`src/rtl/rule110_sequencer.sv`:
```
// rule110_sequencer
//   Command-driven controller for a rule-110 cell array. It loads a seed from a
//   byte stream, steps the external cell datapath at a divided rate, and streams
//   a snapshot of the array back out as bytes.
//
// Handshakes: every stream (cmd, seed, rd) transfers exactly one item on a
//   rising clk edge where valid & ready are both high. A producer holds valid
//   and its payload stable until that edge. Ready may be high without valid.
//
// Ports
//   clk, reset              clock; asynchronous active-high reset
//   cmd_valid/ready/op/arg  command stream (00 LOAD, 01 RUN, 10 READ, 11 STOP)
//   rate                    step period minus one, sampled at divider reload
//   seed_valid/ready/data   seed byte stream, least-significant byte first
//   ca_load, ca_seed        one-cycle load pulse and registered seed value
//   ca_step                 one-cycle pulse: datapath advances one generation
//   ca_state                current cell state from the datapath
//   rd_valid/ready/data     readout byte stream, least-significant byte first
//   rd_last                 high with the final readout byte
//   busy, done              not idle; one-cycle end-of-run pulse
//   gen_count               generations stepped since the last ca_load
//   state_dbg               current FSM state (IDLE=0, LOAD=1, RUN=2, READ=3)
module rule110_sequencer #(
  parameter int NUM_CELLS = 32,
  parameter int GEN_W     = 16,
  parameter int DIV_W     = 8
) (
  input  logic                 clk,
  input  logic                 reset,
  input  logic                 cmd_valid,
  output logic                 cmd_ready,
  input  logic [1:0]           cmd_op,
  input  logic [GEN_W-1:0]     cmd_arg,
  input  logic [DIV_W-1:0]     rate,
  input  logic                 seed_valid,
  output logic                 seed_ready,
  input  logic [7:0]           seed_data,
  output logic                 ca_load,
  output logic [NUM_CELLS-1:0] ca_seed,
  output logic                 ca_step,
  input  logic [NUM_CELLS-1:0] ca_state,
  output logic                 rd_valid,
  input  logic                 rd_ready,
  output logic [7:0]           rd_data,
  output logic                 rd_last,
  output logic                 busy,
  output logic                 done,
  output logic [GEN_W-1:0]     gen_count,
  output logic [1:0]           state_dbg
);

  localparam int NBYTES = NUM_CELLS / 8;
  localparam int BC_W   = (NBYTES > 1) ? $clog2(NBYTES) : 1;

  localparam logic [1:0] OP_LOAD = 2'b00;
  localparam logic [1:0] OP_RUN  = 2'b01;
  localparam logic [1:0] OP_READ = 2'b10;
  localparam logic [1:0] OP_STOP = 2'b11;

  typedef enum logic [1:0] {
    ST_IDLE = 2'd0,
    ST_LOAD = 2'd1,
    ST_RUN  = 2'd2,
    ST_READ = 2'd3
  } state_t;

  state_t                 state;
  logic [BC_W-1:0]        byte_cnt;
  logic [BC_W-1:0]        rd_cnt;
  logic [NUM_CELLS-1:0]   rd_sr;      // bytes not yet presented on rd_data
  logic [DIV_W-1:0]       div_cnt;
  logic [GEN_W-1:0]       remaining;
  logic                   free_run;
  logic                   finishing;  // final step issued; end the run next edge
  logic                   seed_fire;
  logic [NUM_CELLS-1:0]   seed_next;  // seed register value including this byte

  assign cmd_ready  = (state == ST_IDLE) || (state == ST_RUN);
  assign seed_ready = (state == ST_LOAD);
  assign seed_fire  = seed_ready && seed_valid;
  assign state_dbg  = state;

  // Seed bytes enter at the top and move down, so byte 0 ends at [7:0]. Only
  // the bytes already received are stored; the incoming one completes the word.
  generate
    if (NUM_CELLS > 8) begin : g_seed_sr
      logic [NUM_CELLS-9:0] seed_sr;
      assign seed_next = {seed_data, seed_sr};
      always_ff @(posedge clk or posedge reset) begin
        if (reset) begin
          seed_sr <= '0;
        end else if (seed_fire) begin
          seed_sr <= seed_next[NUM_CELLS-1:8];
        end
      end
    end else begin : g_seed_byte
      assign seed_next = seed_data;
    end
  endgenerate

  always_ff @(posedge clk or posedge reset) begin
    if (reset) begin
      state     <= ST_IDLE;
      busy      <= 1'b0;
      done      <= 1'b0;
      ca_load   <= 1'b0;
      ca_seed   <= '0;
      ca_step   <= 1'b0;
      gen_count <= '0;
      rd_valid  <= 1'b0;
      rd_data   <= '0;
      rd_last   <= 1'b0;
      rd_sr     <= '0;
      rd_cnt    <= '0;
      byte_cnt  <= '0;
      div_cnt   <= '0;
      remaining <= '0;
      free_run  <= 1'b0;
      finishing <= 1'b0;
    end else begin
      ca_load <= 1'b0;
      ca_step <= 1'b0;
      done    <= 1'b0;

      case (state)
        ST_IDLE: begin
          if (cmd_valid) begin
            case (cmd_op)
              OP_LOAD: begin
                state    <= ST_LOAD;
                busy     <= 1'b1;
                byte_cnt <= '0;
              end
              OP_RUN: begin
                state     <= ST_RUN;
                busy      <= 1'b1;
                free_run  <= (cmd_arg == '0);
                finishing <= 1'b0;
                // The handshake edge counts as the first divider tick, so the
                // first step appears rate+1 cycles after the handshake cycle.
                if (rate == '0) begin
                  ca_step   <= 1'b1;
                  gen_count <= gen_count + GEN_W'(1);
                  div_cnt   <= '0;
                  remaining <= cmd_arg - GEN_W'(1);
                  finishing <= (cmd_arg == GEN_W'(1));
                end else begin
                  div_cnt   <= rate - DIV_W'(1);
                  remaining <= cmd_arg;
                end
              end
              OP_READ: begin
                state    <= ST_READ;
                busy     <= 1'b1;
                rd_valid <= 1'b1;
                rd_data  <= ca_state[7:0];
                rd_sr    <= ca_state >> 8;
                rd_cnt   <= '0;
                rd_last  <= (NBYTES == 1);
              end
              default: ;  // STOP while idle does nothing
            endcase
          end
        end

        ST_LOAD: begin
          if (seed_valid) begin
            if (byte_cnt == BC_W'(NBYTES - 1)) begin
              ca_seed   <= seed_next;
              ca_load   <= 1'b1;
              gen_count <= '0;
              byte_cnt  <= '0;
              state     <= ST_IDLE;
              busy      <= 1'b0;
            end else begin
              byte_cnt <= byte_cnt + BC_W'(1);
            end
          end
        end

        ST_RUN: begin
          // STOP wins over a step due on the same edge; LOAD/READ/RUN are dropped.
          if ((cmd_valid && (cmd_op == OP_STOP)) || finishing) begin
            done      <= 1'b1;
            finishing <= 1'b0;
            state     <= ST_IDLE;
            busy      <= 1'b0;
          end else if (div_cnt == '0) begin
            ca_step   <= 1'b1;
            gen_count <= gen_count + GEN_W'(1);
            div_cnt   <= rate;
            if (!free_run) begin
              remaining <= remaining - GEN_W'(1);
              finishing <= (remaining == GEN_W'(1));
            end
          end else begin
            div_cnt <= div_cnt - DIV_W'(1);
          end
        end

        ST_READ: begin
          if (rd_ready) begin
            if (rd_last) begin
              rd_valid <= 1'b0;
              rd_last  <= 1'b0;
              state    <= ST_IDLE;
              busy     <= 1'b0;
            end else begin
              rd_data <= rd_sr[7:0];
              rd_sr   <= rd_sr >> 8;
              rd_cnt  <= rd_cnt + BC_W'(1);
              rd_last <= (rd_cnt == BC_W'(NBYTES - 2));
            end
          end
        end

        default: begin
          state <= ST_IDLE;
          busy  <= 1'b0;
        end
      endcase
    end
  end

endmodule
```
`config.mk`:
```
export PLATFORM = sky130hd
export DESIGN_NAME = rule110_sequencer
export DESIGN_NICKNAME = d
export VERILOG_FILES = /design/src/rtl/rule110_sequencer.sv
export SDC_FILE = /design/constraint.sdc
export NUM_CORES = 1
export LEC_CHECK = 0
export BUFFER_PORTS_ARGS = -buffer_cell sky130_fd_sc_hd__buf_2
export CAP_MARGIN = 20
export CORE_UTILIZATION = 37
export CTS_CLUSTER_SIZE = 30
export DETAILED_ROUTE_END_ITERATION = 8
export PLACE_DENSITY = 0.61
export SLEW_MARGIN = 20
export SYNTH_ARGS = -nofsm -noshare
export SYNTH_HDL_FRONTEND = slang
export SYNTH_SLANG_ARGS = --single-unit
```
`constraint.sdc`:
```
create_clock -name clk -period 4.9 [get_ports clk]
set_clock_uncertainty 0.2 [all_clocks]
set_input_delay 0.49 -clock clk [delete_from_list [all_inputs] [get_ports clk]]
set_output_delay 0.49 -clock clk [all_outputs]
set_load 0.02 [all_outputs]
```
==> flow_metrics.py <==
metrics = {
    "sta": {
        "rsz0062_at_grt": "false",
        "hold_violations": 0,
        "tightest_slew_ns": 1.02,
        "setup_tns_ns": 0,
        "drv_slew": 0,
        "fmax_mhz": 310,
        "period_needed_ns": 3.22,
        "fin_ws_ns": 1.68,
        "slew_headroom_pct": 31.8,
        "setup_viol": 0,
        "finalCritPeriodShare_pct": 65.8,
    },
    "synth": {
        "synth_common_cells": "nand2_1, dfrtp_1, o21ai_0",
        "ys_seq_area_share_pct": 49.5,
        "synth_mux_area_share_pct": 7.53,
        "synth_edf_count": 0,
        "async_flop_share_pct": 100,
        "ys_ff_latch": 142,
        "synth_top_family_by_area": "simple AND/OR/NAND/NOR gates",
        "yosys.area_share.xor_xnor_pct": 2.81,
        "synthTopCellsByArea": "dfrtp_1, nand2_1, o21ai_0",
        "synthDistinctLibCells": 63,
        "syn_area_per_cell_um2": 9.56,
        "synth-simple-area-share_pct": 20.0,
        "syn_nets": 837,
        "synthCells": 751,
        "synth_ff_type": "dfrtp_1",
        "yosysTopAreaCell": "dfrtp_1",
        "synthesis.area_um2": 7180,
        "synth_compound_area_share_pct": 14.1,
        "synth.most_common_cell": "nand2_1",
        "yosysWarnings": 0,
        "synth_top_area_share_pct": 49.5,
        "synth_adder_area_share_pct": 2.61,
    },
    "worst_setup_path": {
        "critical_path.cell_chain": "inv_1 > ha_1 > or4b_4 > o31ai_4 > nand3_1 > or4_1 > a21oi_1",
        "required_ns": 5.04,
        "cpMaxStageDelayCell": "or4_1",
        "endpoint_kind": "register",
        "cp.arrival_ns": 3.36,
        "crit_path_max_incr_delay_ns": 0.68,
        "crit_type": "register to register",
        "critical_path_peak_fanout": 20,
        "crit_path_start_kind": "register",
    },
    "clock_tree": {
        "postCtsSetupRepairBufs": 0,
        "clk_latency_ns": 0.42,
        "clk_pin_slew_ns": 0.06,
        "cts_tree": "done",
        "cts_buffers": 17,
        "cts.sinks": 142,
        "cts_max_path_buffers": 2,
        "cts-root-buf": "clkbuf_16",
        "htree_levels": 4,
    },
    "floorplan": {
        "die_x_um": 141,
        "dieArea_um2": 20000,
        "rows": 50,
        "die_h_um": 141,
        "io-pin-count": 137,
        "coreArea_um2": 18800,
        "start_util_pct": 38.1,
    },
    "pwr": {
        "p_leak_nw": 4.26,
        "p_per_area_nw_per_um2": 542,
        "power_mw": 4.71,
        "ir_worst_vdd_mv": 0.234,
    },
    "job": {
        "cap_violations": 0,
    },
    "place": {
        "dp_slack_ns": 1.51,
        "gp_congestion": 0.835,
        "placed_cells": 1114,
        "portBuffers": 136,
        "dpl.hpwl_mm": 12.0,
    },
    "route": {
        "wl_per_cell_um": 15.1,
        "dr_total_vias": 5899,
        "vias_per_cell": 5.14,
        "route.detailed.drc": 0,
        "wl_mm": 17.3,
        "drt_first_pass_iters": 4,
        "antenna_left": 0,
        "drt_iter0_drc": 334,
    },
    "cells_and_area": {
        "drive_gt1_share_pct": 24.0,
        "syn2layout_area_growth_pct": 21.0,
        "fillers": 1859,
        "fin_nets": 960,
        "stdcell_count": 1147,
        "n_antenna_cell": 0,
        "final_core_util_pct": 46.1,
    },
    "global_routing": {
        "grt_pass1_vias": 5620,
        "grt_pass1_wl_mm": 28.8,
        "antenna_found_initial": 1,
        "grt_max_degree": 72,
        "overflow": 0,
        "track_usage_pct": 18.2,
    },
    "run_status": {
        "outcome": "complete, no violations",
    },
    "worst_hold_path": {
        "hold_path_class": "input port to register",
    },
}
-- worst max-delay path, delay by kind of cell (launching register included) --
| kind | cells | cell delay, ns |
|---|---|---|
| simple gates | 3 | 1.77 |
| compound gates | 2 | 0.46 |
| flops | 1 | 0.42 |
| fa+ha+maj | 1 | 0.22 |
| buf+inv | 1 | 0.08 |
-- report_power, final --
part | switching, mW | total [mW] | leakage [nW] | internal (mW)
logic | 0.871 | 1.49 | 2.15 | 0.619
registers | 0.330 | 1.91 | 1.83 | 1.58
clock network | 0.540 | 1.30 | 0.283 | 0.763
total | 1.74 | 4.71 | 4.26 | 2.97
-- through the flow --
stage,instance area [µm²],hold slack (ns)
2_1_floorplan,7180,0.233
3_3_place_gp,8080,0.247
6_report,8690,0.0808
3_5_place_dp,8090,0.252
5_1_grt,8690,0.0813
4_1_cts,8690,0.0658
-- layout make-up --
cell class	instances	area [µm²]	area share, %
clock inverters	13	155	1.79
inverters	19	76.3	0.879
flip-flops and latches	142	3550	40.9
clock buffers	19	433	4.98
well taps	260	325	3.74
repair buffers	145	751	8.64
multi-input cells	549	3390	39.1
-- cells by family after synthesis --
group / count (synthesis)
AO/OA/AOI/OAI: 162
adder cells (fa/ha/maj): 15
XOR/XNOR: 23
AND/OR/NAND/NOR: 298
multiplexers: 51
flip-flops: 142
buffers and inverters: 60
-- final timing paths --
kind / from / to / slack [ns] / cells after the start
max in group asynchronous: reset / div_cnt[4]$_DFFE_PP0P_ / 3.03 / 4
min reg2reg: g_seed_sr.seed_sr[5]$_DFFE_PP0P_ / ca_seed[5]$_DFFE_PP0P_ / 0.27 / 2
min in group asynchronous: reset / rd_sr[1]$_DFFE_PP0P_ / 0.51 / 3
max: div_cnt[0]$_DFFE_PP0P_ / gen_count[10]$_DFFE_PP0P_ / 1.68 / 7
max reg2reg: div_cnt[0]$_DFFE_PP0P_ / gen_count[10]$_DFFE_PP0P_ / 1.68 / 7
min: seed_data[3] / ca_seed[27]$_DFFE_PP0P_ / 0.08 / 3
-- what timing repair did --
action | CTS | global route
hold buffers | 1 | 0
endpoints found under the hold margin | 13 | 0
gates resized for setup | 0 | 0
-- sequential cells by signal, summed over array words and instances, names as in the netlist, 2 cells and up --
| signal | cells |
|---|---|
| byte_cnt | 2 |
| ca_seed | 32 |
| div_cnt | 8 |
| g_seed_sr.seed_sr | 24 |
| gen_count | 16 |
| rd_cnt | 2 |
| rd_data | 8 |
| rd_sr | 24 |
| remaining | 16 |
| state_dbg | 2 |
-- cells in the final DEF, fill, tap and decap left out, types with 11 or more instances in the layout --
cell       instances
a21oi_1           38
buf_2            136
clkbuf_16         17
dfrtp_1          142
ha_1              15
inv_1             18
mux2_2            24
mux2i_1           27
nand2_1          147
nand3_1           16
nor2_1            32
nor3_1            22
nor4_1            11
o21ai_0           56
or3_1             15
xnor2_1           18
-- per-layer routing --
metal | GRT usage, % | vias up | part of all wire [%]
met1 | 25.9 | 2808 | 48
met2 | 27.6 | 151 | 45
met4 | 5.78 | 2 | 1.2
li1 | - | 2919 | -
met3 | 3.85 | 19 | 5.3
met5 | 0 | - | 0.058
Note: power is estimated with default switching activity, not from simulation.
